File: src/rtl/mux_4to1_6bit_reg.sv
// mux_4to1_6bit_reg
//   Registered 4-to-1 multiplexer for the 6-bit CPU datapath. One of four
//   buses is selected by a 2-bit code and captured into an output register
//   on a rising clock edge when the capture enable is high. A sticky valid
//   flag and the captured select code travel alongside the data.
//
//   Optional build feature, controlled by the macro MUX_PARITY_EN:
//     defined   -> adds out_par, the registered even parity (^) of out.
//     undefined -> out_par and its register do not exist.
//
//   Handshake: en is a one-sided capture strobe with no back-pressure. Every
//   rising clk edge that sees en=1 (and rst_n=1) loads out/sel_q and sets
//   out_valid. An edge with en=0 leaves all outputs unchanged. out_valid is
//   sticky: it stays high from the first capture until the next reset.
//   Results appear exactly one cycle after sel/data are sampled, and there
//   is no combinational path from any input to any output.
module mux_4to1_6bit_reg #(
  parameter int               WIDTH     = 6,
  parameter logic [WIDTH-1:0] RESET_VAL = '0
) (
  input  logic             clk,
  input  logic             rst_n,
  input  logic [WIDTH-1:0] i0,
  input  logic [WIDTH-1:0] i1,
  input  logic [WIDTH-1:0] i2,
  input  logic [WIDTH-1:0] i3,
  input  logic [1:0]       sel,
  input  logic             en,
  output logic [WIDTH-1:0] out,
  output logic             out_valid,
`ifdef MUX_PARITY_EN
  output logic             out_par,
`endif
  output logic [1:0]       sel_q
);

  // Input buses gathered into an array so that selection is a plain index.
  // An index of X reads back as X in simulation, so an unknown select is
  // never masked by a priority chain or a default branch.
  logic [WIDTH-1:0] w_bus [4];
  logic [WIDTH-1:0] w_sel_word;

  logic [WIDTH-1:0] r_out;
  logic             r_out_valid;
  logic [1:0]       r_sel_q;

  assign w_bus[0] = i0;
  assign w_bus[1] = i1;
  assign w_bus[2] = i2;
  assign w_bus[3] = i3;

  // Select the addressed bus; all four codes are legal.
  always_comb begin
    w_sel_word = w_bus[sel];
  end

  // Capture register for data, select code and sticky valid flag.
  always_ff @(posedge clk or negedge rst_n) begin
    if (!rst_n) begin
      r_out       <= RESET_VAL;
      r_out_valid <= 1'b0;
      r_sel_q     <= 2'b00;
    end else if (en) begin
      r_out       <= w_sel_word;
      r_out_valid <= 1'b1;
      r_sel_q     <= sel;
    end
  end

  assign out       = r_out;
  assign out_valid = r_out_valid;
  assign sel_q     = r_sel_q;

`ifdef MUX_PARITY_EN
  logic w_sel_par;
  logic r_out_par;

  // Parity is computed from the word being captured so it lines up with out.
  always_comb begin
    w_sel_par = ^w_sel_word;
  end

  // Parity register, loaded under exactly the same conditions as r_out.
  always_ff @(posedge clk or negedge rst_n) begin
    if (!rst_n) begin
      r_out_par <= ^RESET_VAL;
    end else if (en) begin
      r_out_par <= w_sel_par;
    end
  end

  assign out_par = r_out_par;
`endif

endmodule

File: config.mk
export PLATFORM = sky130hd
export DESIGN_NAME = mux_4to1_6bit_reg
export DESIGN_NICKNAME = d
export VERILOG_FILES = /design/src/rtl/mux_4to1_6bit_reg.sv
export SDC_FILE = /design/constraint.sdc
export NUM_CORES = 1
export LEC_CHECK = 0
export BUFFER_PORTS_ARGS = -buffer_cell sky130_fd_sc_hd__buf_4
export CELL_PAD_IN_SITES_DETAIL_PLACEMENT = 0
export CELL_PAD_IN_SITES_GLOBAL_PLACEMENT = 2
export CORE_ASPECT_RATIO = 1.2
export CORE_MARGIN = 4
export CORE_UTILIZATION = 21
export DETAILED_ROUTE_END_ITERATION = 7
export PLACE_DENSITY = 0.74
export SLEW_MARGIN = 15
export SYNTH_ARGS = -nofsm -noshare
export SYNTH_HDL_FRONTEND = slang
export SYNTH_SLANG_ARGS = --single-unit
File: constraint.sdc
create_clock -name clk -period 0.97 [get_ports clk]
set_input_delay 0 -clock clk [delete_from_list [all_inputs] [get_ports clk]]
set_output_delay 0 -clock clk [all_outputs]
set_load 0.01 [all_outputs]
## Word-level counts from Yosys, hierarchy flattened

Index checks and enable logic that the tools add are counted.

- Bits in registers: 9
- Bits in latches: 0
- Memory bits (writable): 0
- Memory bits (read-only): 0
- Input port bits: 29
- Output and inout port bits: 9
- Logic and storage cells: 8
- Memories: 0

- Add/subtract/negate cells: 0
- $mul: 0
- Divide/modulo/power cells: 0
- Magnitude comparators: 1
- Equality and inequality tests: 0
- Shift-type cells: 0
- Multiplexer cells: 3
- Bitwise logic cells: 1
- Reduce and logical (&&, ||, !) cells: 0

Operator list:

| operator | number |
|---|---|
| $bmux W6 S2 | 1 |
| $mux W6 | 2 |
| $ge A3 B3 Y1 const B | 1 |
| $not A2 Y3 | 1 |

## Depth between registers and ports, before layout

Gate-level depths: netlist of the first run.

- Word-level depth: 4
- Mapped depth: 4
- Gate-level depth less buffers: 2

## Worst setup path after synthesis of the first run

No wires, ideal clock.

- Kind: reg2reg
- Start point: register out_valid (netlist name)
- End point: register r_out_valid, in the netlist out_valid
- Library setup time: 0.127 ns
- Arrival time: 0.654 ns
- Required time: 0.843 ns
- Slack: 0.189 ns
- Cell stages (with the launch flop): 2
- Path buffers: 0
- Clock period less this slack: 0.781 ns
- Cell sequence: dfrtp_1 or2_2

RTL lines:

| element | RTL line | text |
|---|---|---|
| end signal: assignment | 61 | `r_out_valid <= 1'b0;` |
| end signal: assignment | 65 | `r_out_valid <= 1'b1;` |
| end: declaration | 44 | `logic r_out_valid;` |

## Final worst setup path of the first run

- Start point: register r_out[0], in the netlist out[0]
- End point: output out[0]

RTL lines:

| element | RTL line | text |
|---|---|---|
| start: declaration | 43 | `logic [WIDTH-1:0] r_out;` |
| start signal: assignment | 64 | `r_out <= w_sel_word;` |
| end: declaration | 29 | `output logic [WIDTH-1:0] out,` |

No word-level cell between the ends.

==> results of run 1 <==
-- power breakdown --
group / switching, uW / internal (uW)
clock network: 125 / 158
logic: 108 / 172
registers: 21.6 / 415
total: 255 / 745
-- timing repair --
item / CTS / global route
buffers inserted: 0 / 0
hold buffers: 1 / 0
hold endpoints to repair: 9 / 0
-- state kept, by name, summed over array words and instances (netlist names) --
register and flops:
sel_q 2, out_valid 1, out 6
-- layer usage --
metal	up-vias	routed length (um)	part of all wire	GRT usage
li1	232	-	-	-
met1	213	610	0.43	0.130
met2	32	594	0.42	0.131
met3	2	217	0.15	0.0358
met4	0	10	0.0070	0.0547
met5	-	0	0	0
-- through the flow --
step / worst slack (ps) / utilization / cell area (um^2) / std cells / hold slack (ps)
4_1_cts: 165 / 0.358 / 825 / 112 / 26.3
5_1_grt: 147 / 0.358 / 825 / 112 / 63.5
6_report: 182 / 0.358 / 825 / 112 / 28.3
3_3_place_gp: 228 / 0.342 / 788 / 107 / -167
3_5_place_dp: 222 / 0.342 / 788 / 107 / -168
2_1_floorplan: 189 / - / 508 / 42 / -296
-- synthesized netlist by cell type, drive strengths merged --
| master | count | area, um^2 |
|---|---|---|
| buf | 3 | 36.3 |
| dfrtp | 9 | 225 |
| inv | 1 | 3.75 |
| mux2 | 1 | 11.3 |
| mux2i | 12 | 120 |
| nand2 | 1 | 3.75 |
| nand2b | 7 | 43.8 |
| o21ai | 1 | 5.00 |
| o221ai | 6 | 52.6 |
| or2 | 1 | 6.26 |
-- final cells by class --
cell class | count | area [um^2] | area share
flip-flops and latches | 9 | 225 | 0.273
repair buffers | 38 | 288 | 0.349
well taps | 31 | 38.8 | 0.0470
inverters | 1 | 3.75 | 0.00455
clock buffers | 4 | 26.3 | 0.0319
multi-input cells | 29 | 243 | 0.294
-- kinds of logic (layout without fill, tap and decap cells) --
family,count (synthesis),after routing,synth area share
flops,9,9,0.443
simple gates,9,9,0.106
compound gates,7,7,0.113
mux,13,13,0.259
buf+inv,4,43,0.0788
-- how the worst max path moves through the flow --
stage,cells after the start,end,from,slack (ps)
floorplan,1,out_valid$_DFFE_PN0P_,out_valid$_DFFE_PN0P_,190
global placement,1,out_valid$_DFFE_PN0P_,out_valid$_DFFE_PN0P_,230
detailed placement,1,out_valid$_DFFE_PN0P_,out_valid$_DFFE_PN0P_,220
CTS,1,out[3],out[3]$_DFFE_PN0P_,170
global route,1,out[3],out[3]$_DFFE_PN0P_,150
finish,1,out[0],out[0]$_DFFE_PN0P_,180
==> results list, run 1 <==
- Post-CTS resize count: 0
- DR DRC count: 0
- The total count of hold-check failures in the final report is 0.
- Commonest cells after routing, fill and taps aside: buf_4 (37), mux2i_1 (12), dfrtp_1 (9)
* Critical Path Sink Type: primary output
- Slew at the pin closest to its max-slew limit: roughly 290 ps
- Routability cong.: 0.631
* Kind of launch point of the worst setup path: register
- Row generation in the floorplan step produced 19 rows.
- Setup violations remaining at the end of the flow were counted as 0.
* Total Wirelength: around 1400 um
- Post-Syn Instances: 42
- In this run the vertical extent of the chip is between 60 and 70 um.
- Standard cell core area: about 2300 um^2
- The worst register-to-register path begins at out_valid$_DFFE_PN0P_.
* Max-slew headroom at the worst pin: 0.808
- TritonCTS built the clock tree.
* Maximum number of pins on one net before global-route repair: 14
- Each instance of the synthesized netlist takes up on average 12.1 um^2.
* RSZ-0062 raised after global routing: no
* Post-Syn Nets: between 70 and 80
- The number of antenna violations at the first check in global routing is 0.
* Worst EP required: 970 ps
- Number of unique standard cell types used by synthesis: 12
- I/O pin count: 38
- The critical path goes through buf_4.
- H-Tree Level Count: 1
- Crit path DAT: between 700 and 800 ps
- For this configuration, the core starts out at a cell density of 0.220.
* Max Clock Skew: 0 ps
- The clock net in this run drives a total of 9 sinks.
* Synth Cell Area: approximately 510 um^2
- Power spread over the standard cell area amounts to 1210 nW/um^2.
- The worst register-to-register path ends at out_valid$_DFFE_PN0P_.
- In the final design database the tool counted between 100 and 150 nets.
- Total number of yosys warnings: 0
- Number of global-route vias before repair: between 400 and 500
* Most common cell after layout, fill and taps aside: buf_4
* 1st-iter DRT viols: 7
- Number of antenna diodes: 0
* Worst vdd rail ir drop: around 570 uV
* Filler instances: about 250
* Number of buffers added by the clock tree synthesis step: 3
* All-Layer GR Usage: 0.0965
- In the final layout, the share of cells above drive strength 1 is 0.519.
- CP top delay family: flip-flops
- Largest stage delay on the critical path: 390 ps
- Post-route antenna net violation count: 0
* CTS root buf: clkbuf_4
- First-pass GRT wire length: about 2200 um
* Number of buffers between clock root and the deepest sink: 2
- In the finished design, the share of the clock period the worst path needs comes to 0.812.
* Worst hold path endpoint: sel_q[1]$_DFFE_PN0P_
- Average routed wire per standard cell: 12.8 um
- HPWL Detailed: ~1100 um
* Register area share after synthesis: 0.443
- Using the TritonRoute via totals, the vias-per-cell ratio works out to 4.28.
- Die ar.: 3270 um^2
- In this run the most critical hold path is launched from en.
* Max Clock Freq: approximately 1300 MHz
- Status: completed
* Number of instances on the worst hold path: 2
* Total negative slack: 0 ps
- Max Slew Vio Count: 0
- Clk Latency, worst-skew pair: 250 ps
* Number of buffer cells added on primary ports: 37
- Counting both buffers and inverters, the worst setup path holds a total of 1.
- The tightest min-delay check is of the in2reg type.
* Count of max-cap constraint violations: 0
- Leak Pwr: about 0.00041 uW
- The critical path is of the reg2out type.
* Layout-stage area growth over the synthesis result: 62.3%
- FF-to-FF setup slack: roughly 210 ps
- The die is about 53 um wide.
- The worst path in the final design needs a cycle of 788 ps, including I/O delays and setup.
- Residual overflow from global routing: 0
- After layout, the design draws a total of roughly 1000 uW.
* CP max FO: 2
- Max stage delay cell, worst path: dfrtp_1
- The detailed router placed roughly 480 vias in this run.
- Synthesis inferred 9 register bits.
- Before antenna repair, the detailed router went through 4 iterations.
- Clock-pin slew was measured on the worst setup and hold paths at about 60 ps.
- Measured in cells, the most critical reg-to-reg path has a length of 1.
Power figures use the tool's default switching activity.
==> inputs of run 2 (changes only) <==
- ABC_AREA: unset -> 1
- CORE_UTILIZATION: 21 -> 19
- clock period: 0.97 -> 0.8 ns (I/O delays scaled with it)
==> run 2 against run 1 <==
  * Area after synthesis increased by 19%
  * Synthesized cell count is 130% higher
  * Cell count grew 57%
  * Combinational power up 48%
  * Non-clock buffer count is 4 higher
  * Clock skew is the same
  * Wire length increased by 16%
  * Via count up 44%
  * Critical path depth unchanged
  * Critical path type unchanged
  * Largest power group unchanged
  * Highest routed layer is now met3
==> results list, run 2 <==
- Final min period: between 700 and 800 ps
- Fin cells: 176 (+57%)
- The number of sinks handled by clock tree synthesis was 9 (unchanged).
* Clock slew at the register clock pins of the worst setup and hold paths: 60 ps (about the same)
* Setup Viol. Count Final: 0 (unchanged)
- The cell sitting at the root of the clock tree is a clkbuf_4.
- The library cell used most frequently in the layout, excluding fill and tap cells, is nand2_1.
* Share of post-route cells with drive strength above 1: 0.343 (-0.176)
* CP max FO: 2 (unchanged)
* Post-synthesis async set-or-reset flop share: 1.00 (unchanged)
- The mean cell area of the mapped netlist came to 6.19 um^2 (-49%).
* Slew at the pin closest to its max-slew limit: 173 ps (-115 ps)
- Routability cong.: 0.729 (+15%)
- The total wirelength of the detailed-routed design was 1670 um (+16%).
- Number of global-route vias before repair: 689 (+42%)
- The final number of max-transition violations is 0 (unchanged).
- Total number of yosys warnings: 0 (unchanged)
* Number of rows in the core area: 22 (+3)
* Utilization after layout: 0.321 (-0.0369)
- Largest stage delay on the critical path: 400 ps (about the same)
- The hold slack came to 8.82 ps (-19.5 ps).
* Share of Yosys cell area claimed by the top area cell type: 0.371 (-0.0722)
- Initial antenna violation count: 0 (unchanged)
- HPWL Detailed: 1420 um (+31%)
- The number of port buffers was 37 (unchanged).
- The required time of the worst setup path is 800 ps (-170 ps).
* H-Tree Level Count: 1 (unchanged)
* Kind of launch point of the worst setup path: register
* Max stage delay cell, worst path: dfrtp_1
- The flip-flop count of the largest register after layout is 6 (unchanged).
- The number of buffers created by CTS came to 3 (unchanged).
- The horizontal extent of the die is 59.6 um (+13%).
- Layout-stage area growth over the synthesis result: 61.4%
- The number of buffers on the longest clock path came to 2 (unchanged).
- Maximum number of pins on one net before global-route repair: 12 (-2)
- Average routed wire per standard cell: 9.47 um (-26%)
- Synth cell count leaders: nand2_1 (41), inv_1 (23), nand3_1 (10)
- Setup repair after global routing could not meet its margin everywhere.
* Power density over the cells: 1300 nW/um^2 (+7.5%)
* Critical-path cell list: buf_6
* 1st-iter DRT viols: 13 (+6)
- dfrtp_1 takes more of the synthesized area than any other cell.
* Residual overflow from global routing: 0 (unchanged)
- Die span in y: 69.9 um (+13%)
- The number of buffers and inverters on the critical path is 1 (unchanged).
* Worst vdd rail ir drop: 537 uV (-4.9%)
- The total iterations of the first detailed-routing run was 4 (unchanged).
* Count of final hold-check violations: 0 (unchanged)
- Yosys attributes the largest share of cell area to dfrtp_1 (37%), nand2_1 (25%), inv_1 (14%).
* Cells after DPL: 168 (+57%)
- The total via count after detailed routing is 688 (+44%).
- The initial core utilization was 0.199 (-0.0217).
* Final-stage net count: 170 (+53%)
- Status: completed
* Leak Pwr: 0.000599 uW (+45%)
* Post-synth EDFFs: 0 (unchanged)
- Post-route antenna net violation count: 0 (unchanged)
- The number of distinct library cells after synthesis was 14 (+2).
- The via density per instance was 3.91 (-8.6%).
- The later-pin clock latency in the skew report was 250 ps (about the same).
* All-Layer GR Usage: 0.0829 (-0.0136)
- Max Clock Skew: 0 ps (unchanged)
- Register area share after synthesis: 0.371 (-0.0722)
- Crit path DAT: 780 ps (about the same)
- Synth Cell Area: 607 um^2 (+19%)
- Die ar.: 4170 um^2 (+27%)
* Count of max-cap constraint violations: 0 (unchanged)
* Max-slew headroom at the worst pin: 0.885 (+0.0771)
* Most instantiated library cell after synthesis: nand2_1
* I/O pin count: 38 (unchanged)
* Flops & latches, synth: 9 (unchanged)
- DR DRC count: 0 (unchanged)
- Crit Path Class: reg2out
* Worst min path class: in2reg
- STA classifies the critical path endpoint as a primary output.
- Standard cell core area: 3060 um^2 (+33%)
- The synthesized net count is 127 (+79%).
* Flip-flop cell with the highest count after synthesis: dfrtp_1
- The instance count of the mapped netlist is 98 (+130%).
- FF-to-FF setup slack: 30 ps (-180 ps)
- Dividing the final minimum period by the clock period gives 0.973.
- Based on the critical path, the design can be clocked at up to about 1300 MHz.
- Commonest cells after routing, fill and taps aside: nand2_1 (41), buf_4 (37), inv_1 (23)
- Clock tree from TritonCTS: built
- The diode insertion count for antenna repair came to 0 (unchanged).
- First-pass GRT wire length: 2820 um (+26%)
- Grouping stages by cell kind, the critical path spends the most delay in flip-flops.
-- run 2: cells by family (layout without fill, tap and decap cells) --
logic type      Yosys count  count (layout)  share of synthesized area
buf+inv                  29              71                      0.206
flops                     9               9                      0.371
compound gates            3               3                     0.0330
simple gates             57              57                      0.390
-- run 2: final cells by class --
type	count	area, um^2
clock buffers	4	26.3
fillers	359	2080
inverters	25	93.8
multi-input cells	60	256
flip-flops and latches	9	225
well taps	36	45.0
repair buffers	42	333
-- run 2: worst paths after layout --
check,start,endpoint,cells after the start
max in group asynchronous,rst_n,out[4]$_DFFE_PN0P_,2
min in group asynchronous,rst_n,sel_q[1]$_DFFE_PN0P_,2
worst min register to register,out_valid$_DFFE_PN0P_,out_valid$_DFFE_PN0P_,1
worst max register to register,out_valid$_DFFE_PN0P_,out_valid$_DFFE_PN0P_,1
worst min-delay path,i0[3],out[3]$_DFFE_PN0P_,3
worst max-delay path,out[3]$_DFFE_PN0P_,out[3],1
-- run 2: per-layer routing --
layer  GRT usage  routed length [um]  share of wire
met1       0.115                 809           0.49
met2       0.126                 779           0.47
met3     0.00924                  78          0.047
met4      0.0369                   0              0
met5           0                   0              0
-- run 2: power by group --
| part | switching [uW] | total (uW) | internal (uW) |
|---|---|---|---|
| clock | 140 | 332 | 191 |
| sequential | 29.8 | 531 | 501 |
| combinational | 177 | 414 | 237 |
| total | 347 | 1280 | 930 |
-- run 2: through the flow --
step	power [uW]	worst slack [ps]	area (um^2)	TNS [ps]
2_1_floorplan	703	18.7	607	0
3_3_place_gp	912	54.9	906	0
3_5_place_dp	916	30.3	906	0
4_1_cts	1260	9.53	942	0
5_1_grt	1380	-3.60	980	-7.07
6_report	1280	21.6	980	0
-- run 2: timing repair --
action	CTS	global route
endpoints found under the setup margin	0	7
hold buffers	1	0
endpoints found under the hold margin	9	0
setup buffers	0	3
resized for setup	0	4
